--- src/rtl/gate_pkg.sv ---
// Shared constants and FSM state type for the gate_ctrl power-gating sequencer.
package gate_pkg;

    localparam int N_GATE_DEF = 5;
    localparam int CNT_W      = 16;

    typedef enum logic [2:0] {
        ST_IDLE   = 3'd0,
        ST_DOWN   = 3'd1,
        ST_UP     = 3'd2,
        ST_SETTLE = 3'd3,
        ST_ACKW   = 3'd4,
        ST_DONE   = 3'd5
    } state_e;

endpackage

--- src/rtl/gate_tmr.sv ---
// Loadable down-counter with a zero flag; saturates at zero instead of wrapping.
module gate_tmr
    import gate_pkg::*;
#(
    parameter int W = CNT_W
) (
    input  logic         clk_i,
    input  logic         rst_n_i,
    input  logic         load_i,
    input  logic [W-1:0] load_val_i,
    input  logic         dec_i,
    output logic         zero_o
);

    logic [W-1:0] cnt_q;

    // NOTE: registers are written with <= so every flop samples pre-edge values.
    always_ff @(posedge clk_i or negedge rst_n_i) begin
        if (!rst_n_i) begin
            cnt_q <= '0;
        end else if (load_i) begin
            cnt_q <= load_val_i;
        end else if (dec_i && (cnt_q != '0)) begin
            cnt_q <= cnt_q - 1'b1;
        end
    end

    assign zero_o = (cnt_q == '0);

endmodule

--- src/rtl/gate_ctrl.sv ---
// Sequences domain clock-gate enables one bit at a time (downs high-to-low, then ups low-to-high).
// Optional GATE_CTRL_ACK_EN adds a per-step ack wait with timeout and a sticky err_o.
module gate_ctrl
    import gate_pkg::*;
#(
    parameter int N_GATE   = N_GATE_DEF,
    parameter int STEP_DLY = 1000,
    parameter int ACK_TMO  = 4096
) (
    input  logic              clk_i,
    input  logic              rst_n_i,
    input  logic              req_valid_i,
    output logic              req_ready_o,
    input  logic [N_GATE-1:0] req_mask_i,
    input  logic [N_GATE-1:0] ack_i,
    output logic [N_GATE-1:0] gate_en_o,
    output logic              busy_o,
    output logic              done_o,
    output logic              err_o
);

    localparam int IDX_W = (N_GATE > 1) ? $clog2(N_GATE) : 1;

    state_e             state_q;
    logic [N_GATE-1:0]  gate_q;
    logic [N_GATE-1:0]  target_q;
    logic [IDX_W-1:0]   idx_q;

    logic               accept;
    logic [N_GATE-1:0]  tgt;
    logic [N_GATE-1:0]  dn_bits;
    logic [N_GATE-1:0]  up_bits;
    logic [IDX_W-1:0]   dn_idx;
    logic [IDX_W-1:0]   up_idx;
    state_e             step_state;
    logic [IDX_W-1:0]   step_idx;
    logic [N_GATE-1:0]  step_gate;
    logic               settle_zero;

    assign accept = req_valid_i && (state_q == ST_IDLE);

    // Next step is decided against the live mask on accept, else against the latched target.
    // NOTE: every always_comb output gets a default first so no latch is inferred.
    always_comb begin
        tgt        = (state_q == ST_IDLE) ? req_mask_i : target_q;
        dn_bits    = gate_q & ~tgt;
        up_bits    = ~gate_q & tgt;
        dn_idx     = '0;
        up_idx     = '0;
        for (int i = 0; i < N_GATE; i++) begin
            if (dn_bits[i]) dn_idx = IDX_W'(i);
        end
        for (int i = N_GATE - 1; i >= 0; i--) begin
            if (up_bits[i]) up_idx = IDX_W'(i);
        end
        step_state = ST_DONE;
        step_idx   = idx_q;
        step_gate  = gate_q;
        if (|dn_bits) begin
            step_state        = ST_DOWN;
            step_idx          = dn_idx;
            step_gate[dn_idx] = 1'b0;
        end else if (|up_bits) begin
            step_state        = ST_UP;
            step_idx          = up_idx;
            step_gate[up_idx] = 1'b1;
        end
    end

    gate_tmr #(.W(CNT_W)) u_settle_tmr (
        .clk_i      (clk_i),
        .rst_n_i    (rst_n_i),
        .load_i     ((state_q == ST_DOWN) || (state_q == ST_UP)),
        .load_val_i (CNT_W'(STEP_DLY - 1)),
        .dec_i      (state_q == ST_SETTLE),
        .zero_o     (settle_zero)
    );

`ifdef GATE_CTRL_ACK_EN
    logic ack_zero;
    logic ack_ok;
    logic ack_tmo;
    logic err_q;

    assign ack_ok  = (ack_i[idx_q] == gate_q[idx_q]);
    assign ack_tmo = (state_q == ST_ACKW) && !ack_ok && ack_zero;

    gate_tmr #(.W(CNT_W)) u_ack_tmr (
        .clk_i      (clk_i),
        .rst_n_i    (rst_n_i),
        .load_i     ((state_q == ST_SETTLE) && settle_zero),
        .load_val_i (CNT_W'(ACK_TMO - 1)),
        .dec_i      (state_q == ST_ACKW),
        .zero_o     (ack_zero)
    );

    always_ff @(posedge clk_i or negedge rst_n_i) begin
        if (!rst_n_i) begin
            err_q <= 1'b0;
        end else if (accept) begin
            err_q <= 1'b0;
        end else if (ack_tmo) begin
            err_q <= 1'b1;
        end
    end

    assign err_o = err_q;
`else
    logic unused_ack;
    assign unused_ack = ^{ack_i, idx_q, ACK_TMO[0]};
    assign err_o      = 1'b0;
`endif

    // The gate bit flips on the edge that enters DOWN/UP, so a change is visible the cycle after accept.
    always_ff @(posedge clk_i or negedge rst_n_i) begin
        if (!rst_n_i) begin
            state_q  <= ST_IDLE;
            gate_q   <= '0;
            target_q <= '0;
            idx_q    <= '0;
        end else begin
            case (state_q)
                ST_IDLE: begin
                    if (accept) begin
                        target_q <= req_mask_i;
                        state_q  <= step_state;
                        gate_q   <= step_gate;
                        idx_q    <= step_idx;
                    end
                end
                ST_DOWN, ST_UP: begin
                    state_q <= ST_SETTLE;
                end
                ST_SETTLE: begin
                    if (settle_zero) begin
`ifdef GATE_CTRL_ACK_EN
                        state_q <= ST_ACKW;
`else
                        state_q <= step_state;
                        gate_q  <= step_gate;
                        idx_q   <= step_idx;
`endif
                    end
                end
`ifdef GATE_CTRL_ACK_EN
                ST_ACKW: begin
                    if (ack_ok) begin
                        state_q <= step_state;
                        gate_q  <= step_gate;
                        idx_q   <= step_idx;
                    end else if (ack_zero) begin
                        state_q <= ST_DONE;
                    end
                end
`endif
                ST_DONE: begin
                    state_q <= ST_IDLE;
                end
                default: begin
                    state_q <= ST_IDLE;
                end
            endcase
        end
    end

    assign req_ready_o = (state_q == ST_IDLE);
    assign busy_o      = (state_q != ST_IDLE);
    assign done_o      = (state_q == ST_DONE);
    assign gate_en_o   = gate_q;

endmodule

--- config.mk ---
export PLATFORM = sky130hd
export DESIGN_NAME = gate_ctrl
export DESIGN_NICKNAME = d
export VERILOG_FILES = /design/src/rtl/gate_pkg.sv /design/src/rtl/gate_tmr.sv /design/src/rtl/gate_ctrl.sv
export SDC_FILE = /design/constraint.sdc
export NUM_CORES = 1
export LEC_CHECK = 0
export BUFFER_PORTS_ARGS = -buffer_cell sky130_fd_sc_hd__buf_2
export CAP_MARGIN = 30
export CORE_MARGIN = 2
export CORE_UTILIZATION = 45
export DETAILED_ROUTE_END_ITERATION = 7
export GPL_TIMING_DRIVEN = 0
export PLACE_DENSITY_LB_ADDON = 0.08
export SLEW_MARGIN = 0
export SYNTH_ARGS = -nofsm -noshare
export SYNTH_HDL_FRONTEND = slang
export SYNTH_SLANG_ARGS = --single-unit
--- constraint.sdc ---
create_clock -name clk_i -period 2.5 [get_ports clk_i]
set_input_delay 0.375 -clock clk_i [delete_from_list [all_inputs] [get_ports clk_i]]
set_output_delay 0.375 -clock clk_i [all_outputs]
set_load 0.03 [all_outputs]
Word level (Yosys, flattened, before mapping)
Index checks and enable logic that the tools add are counted.

Logic and storage cells: 65. Input bits: 13. Bits in registers: 29.

$add $sub $neg: 1. Muxes and demuxes: 26. Equal/unequal tests: 6. Reductions and logical operators: 17. Bitwise gates (word level): 7. $lt $le $gt $ge: 4.

Operators with widths (count): 2-to-1 mux 3 bit (12); 2-to-1 mux 16 bit (2); 2-to-1 mux 5 bit (5); zero test 16 bit (1); nonzero test 16 bit (1); subtractor 16 x 1 -> 16 bit, second input constant (1); bitwise AND 5 bit (3); NOT 5 bit (3); case mux 5 bit (2 select lines) (1); OR reduction 5 bit (2); case mux 3 bit (3 select lines) (1); less-than comparator 3 x 4 -> 1 bit, second input constant (2); demux 1 bit (select 3 bit) (2); == test 3 x 2 -> 1 bit, second input constant (2); >= comparator 3 x 1 -> 1 bit, second input constant (2); bitwise OR 5 bit (1); logical AND 1 bit (4); AND reduction 2 bit (2); nonzero test 2 bit (2); == test 3 x 1 -> 1 bit, second input constant (1); == test 3 bit, second input constant (1); zero test 3 bit (1); 2-to-1 mux 1 bit (3); AND reduction 3 bit (1); 5 further kinds (5).

Logic depth before layout (Yosys ltp)
Depth after elaboration: 17. Gate-level depth with buffers: 7. Depth with buffers taken out: 7.

Hierarchy
From an unflattened synthesis, not the netlist that was laid out.

Cells, all modules: 210. Area, all modules: 1899.3 µm².

Modules (own cells, without submodules): gate_tmr (cells an instance 124, times used 1, area each 1063.5 µm²); gate_ctrl (cells an instance 86, times used 1, area each 835.8 µm²).

Worst setup path after synthesis
OpenSTA, ideal clock, no wires.

Path kind: register -> register. Start: register state_q[2]. End: register state_q[0]. Slack: 319 ps. Cell stages (with the launch flop): 6. Buffers on the path: 0. Data arrival time: 2054 ps. Path through: dfrtp_1 > nor3_2 > mux2i_1 > a222oi_1 > o211a_1 > a21oi_1.

Word-level cells in the longest chain between the ends: 8. Elaborated cells on any way between the ends: 20.

Ends and longest elaborated chain: start, declared (line gate_ctrl.sv:24) `state_e state_q;`; start signal, assigned (line gate_ctrl.sv:126) `state_q <= step_state;`; start signal, assigned (line gate_ctrl.sv:139) `state_q <= step_state;`; zero test 3 bit (*); net req_ready_o (line gate_ctrl.sv:13) `output logic req_ready_o,`; 2-to-1 mux 5 bit (line gate_ctrl.sv:45) `tgt = (state_q == ST_IDLE) ? req_mask_i : target_q;`; bitwise AND 5 bit / NOT 5 bit (equally long branches) (line gate_ctrl.sv:47, gate_ctrl.sv:46); OR reduction 5 bit / bitwise AND 5 bit (equally long branches) (line gate_ctrl.sv:63, gate_ctrl.sv:46); 2-to-1 mux 3 bit / OR reduction 5 bit (equally long branches) (line gate_ctrl.sv:63, gate_ctrl.sv:59); 2-to-1 mux 3 bit (line gate_ctrl.sv:59) `if (|dn_bits) begin`; 2-to-1 mux 3 bit (on tied branches) (line gate_ctrl.sv:135, gate_ctrl.sv:124); case mux 3 bit (3 select lines) (line gate_ctrl.sv:122) `case (state_q)`.

Mark *: on every way through the listed nets, which the timed path passes. The rest lies on a longest branch. The select of a mux whose other input is x is not followed. A chain may end at the register's enable or synchronous reset.

Worst setup path in the final report
Start: register u_settle_tmr.cnt_q[0]. End: register gate_q[0], in the netlist gate_en_o[0].

Word-level cells in the longest chain between the ends: 3.

Ends and longest elaborated chain: start, declared (line gate_tmr.sv:15) `logic [W-1:0] cnt_q;`; start signal, assigned (line gate_tmr.sv:22) `cnt_q <= load_val_i;`; start signal, assigned (line gate_tmr.sv:24) `cnt_q <= cnt_q - 1'b1;`; zero test 16 bit (line gate_tmr.sv:28) `assign zero_o = (cnt_q == '0);`; inequality test 2 bit (no source line); AND reduction 3 bit (no source line); end signal, assigned (line gate_ctrl.sv:127) `gate_q <= step_gate;`; end signal, assigned (line gate_ctrl.sv:140) `gate_q <= step_gate;`; end, declared (line gate_ctrl.sv:25) `logic [N_GATE-1:0] gate_q;`.

No other way between the ends.

==> results.txt <==
Synth Area in Compound Gates: 16.63%
final instance area: 1989 sq um
site row count: 22
most frequent cells in the layout: dfrtp_1, buf_2, nand2_1, nor2_1, xor2_1
Final Setup Violations: 0
TritonCTS buffer count: 5
Worst Skew: 0.01452 ns
post-layout minimum cycle time: 2.332 ns
DIE AREA: 4393 sq um
synthesized area: 1745 sq um
syn_area_per_cell: 10.27 sq um
first-pass GRT wire length: 6210 microns
core footprint: 3689 sq um
Reg area: 725.7 sq um
final core utilization: 53.93%
met1 Track Usage GR: 26.65%
Switching Fraction: 33.84%
status: complete, no violations
Critical Path RT: 2.72 ns
sequential power share: 48.5%
largest net degree at the start of global routing: 30
met3 Resource Use GR: 5.622%
final period utilization: 93.28%
Pre-antenna DRT Iters: 5
Routed Antenna Nets: 0
antenna violations before repair: 0
Post-Synth Adder-Cell Area: 1.434%
post-synthesis sequential area ratio: 41.58%
max-slew violations: 0
layout cell share with drive strength beyond 1: 25.13%
clock buffer depth: 2
routability cong.: 0.7904
max_cap viols: 0
Wirelength per Cell: 14.91 microns
Mapped Cells: 170
GRT Overall Usage: 19.04%
start point of the critical path: u_settle_tmr.cnt_q[0]
Synth area leaders: dfrtp_1, xor2_1, mux2_2
CTS tree: built
fill count: 358
clock latency on the worst-skew pair: 0.29 ns
# H-tree levels: 2
IR drop worst, VDD: 368.4 uV
Detailed Route WL: 3622 microns
leakage dissipation: 0.8747 nW
Ys Warns: 0
via count: 1,383
cell taking the most area after synthesis: dfrtp_1
main combinational cell family by area after synthesis: simple AND/OR/NAND/NOR gates
post-synthesis mux area share: 5.520%
worst r2r dst: gate_en_o[0]
post-synth cell types: 61
clk sink count: 29
clock transition at the registers of the reported paths: 0.07 ns
crit path to: gate_en_o[0]
Setup TNS: 0 ns
r2r setup slk: 0.17 ns
Clock Root Buffer: clkbuf_8
layer with the highest usage: met2
critical path type: register to register
Die Height: 66.28 microns
post-synth top area share: 41.58%
Comb pwr share: 24.2%
Critical Path Start Type: register
FF-to-FF path depth: 7
Vias/cell: 5.691
vias in the first global route: 1,352
initial DRC count: 72
Rel. slew slack: 55.15%
number of synthesized flops with an enable pin: 0
Post-DP HPWL: 2605 microns
Placed Area: 1881 sq um
die span in x: 66.28 microns
ys flop type: dfrtp_1
Internal: 0.9005 mW
number of synthesized register bits: 29
dpl ws: 0.06956 ns
Fmax: 0.4288 GHz
commonest non-fill, non-tap cell in the layout: dfrtp_1
CP arrival: 2.55 ns
HP Class: input port to asynchronous set/reset pin
final worst slack: 0.1680 ns
Post-Synth XOR/XNOR Area: 7.025%
FF-to-FF Start: u_settle_tmr.cnt_q[0]
clock power share: 27.3%
post-synth net total: 185
Worst Tran Pin Value: 0.6635 ns
total net switching power: 0.4605 mW
Ant. Diodes: 0
NumNets Final: 209
total grt overflow: 0
Non-Filler Instances: 243
P per Cell Area: 684.1 nW/um^2
Initial Util: 47.32%
critical path peak fanout: 8
area of the multi-input gates: 968.4 sq um
met2 Use GR: 27.38%
synth-to-layout area growth: 13.98%
simple-gate area share of the yosys netlist: 24.01%
final hold vios: 0
I/O pins: 22
CP Capture Type: register
Cells after DPL: 233
Residual DRC: 0
Synth async-reset ratio: 100.0%
Port Buffers: 15
kinds of logic (layout without fill, tap and decap cells):
group	count (synthesis)	in the layout
multiplexers	9	9
other	1	1
flip-flops	29	29
buffers and inverters	13	38
AO/OA/AOI/OAI	36	36
XOR/XNOR	14	14
AND/OR/NAND/NOR	66	66
adder cells (fa/ha/maj)	2	2
critical path, cell delays in order (launching register included):
cell      delay (ns)
dfrtp_1         0.36
inv_1           0.14
ha_1            0.18
nor3b_1         0.35
nand4_2         0.30
a221oi_4        0.48
and4_1          0.27
mux2i_1         0.18
flip-flops by register name, indices dropped and copies added (netlist names):
register	cells
state_q	3
gate_en_o	5
u_settle_tmr.cnt_q	16
target_q	5
power groups by stage:
stage	sequential (mW)	clock (mW)	combinational (mW)
2_1_floorplan	0.658	0	0.248
3_3_place_gp	0.661	0	0.319
3_5_place_dp	0.666	0	0.327
4_1_cts	0.659	0.387	0.330
5_1_grt	0.672	0.407	0.380
6_report	0.660	0.371	0.329
per-stage QoR:
step	power [mW]	hold slack (ns)
6_report	1.361	0.1046
5_1_grt	1.459	0.1669
4_1_cts	1.377	0.1306
3_5_place_dp	0.9924	0.4482
3_3_place_gp	0.9801	0.4311
2_1_floorplan	0.9058	0.07941
cell type report:
class	instances	share of cell area, %
sequential	29	36.48
inverter	6	1.132
clock inverter	2	0.5031
multi-input combinational	128	48.68
timing repair buffer	17	4.528
buffer	7	2.013
clock buffer	6	3.648
tap	48	3.019
routing by layer:
layer | wire [microns] | share of wire (%)
met1 | 1861 | 51
met2 | 1569 | 43
met3 | 133 | 3.7
met4 | 57 | 1.6
met5 | 0 | 0
how the worst min path moves through the flow:
stage | endpoint | slack [ns] | depth (start not counted)
after floorplan | gate_en_o[0] | 0.08 | 0
after global placement | gate_en_o[2] | 0.43 | 1
after detailed placement | u_settle_tmr.cnt_q[10] | 0.45 | 1
after CTS | u_settle_tmr.cnt_q[10] | 0.13 | 1
after global routing | u_settle_tmr.cnt_q[10] | 0.17 | 1
final | gate_en_o[2] | 0.10 | 1
Yosys cell counts (2+ instances only):
cell and n:
clkbuf_1 2, a21o_2 2, a21oi_1 5, nor4_1 3, and3_1 4, o211ai_1 3
a31oi_1 2, or3_1 3, mux2i_1 4, xor2_1 9, nand2_1 12, nor4_4 2
dfrtp_1 29, o21ai_0 4, buf_2 2, mux2_2 5, ha_1 2, inv_1 6
nand2b_1 2, a41oi_1 2, xnor2_1 5, o31ai_1 3, nand3_1 5, o221ai_1 2
nand4_1 4, nor2_1 12, or2_2 2
timing repair:
item                       CTS  global route
gates resized for setup      0             1
hold buffers                 0             0
setup endpoints to repair    0             6
buffers inserted             0             2
Power figures use the tool's default switching activity.
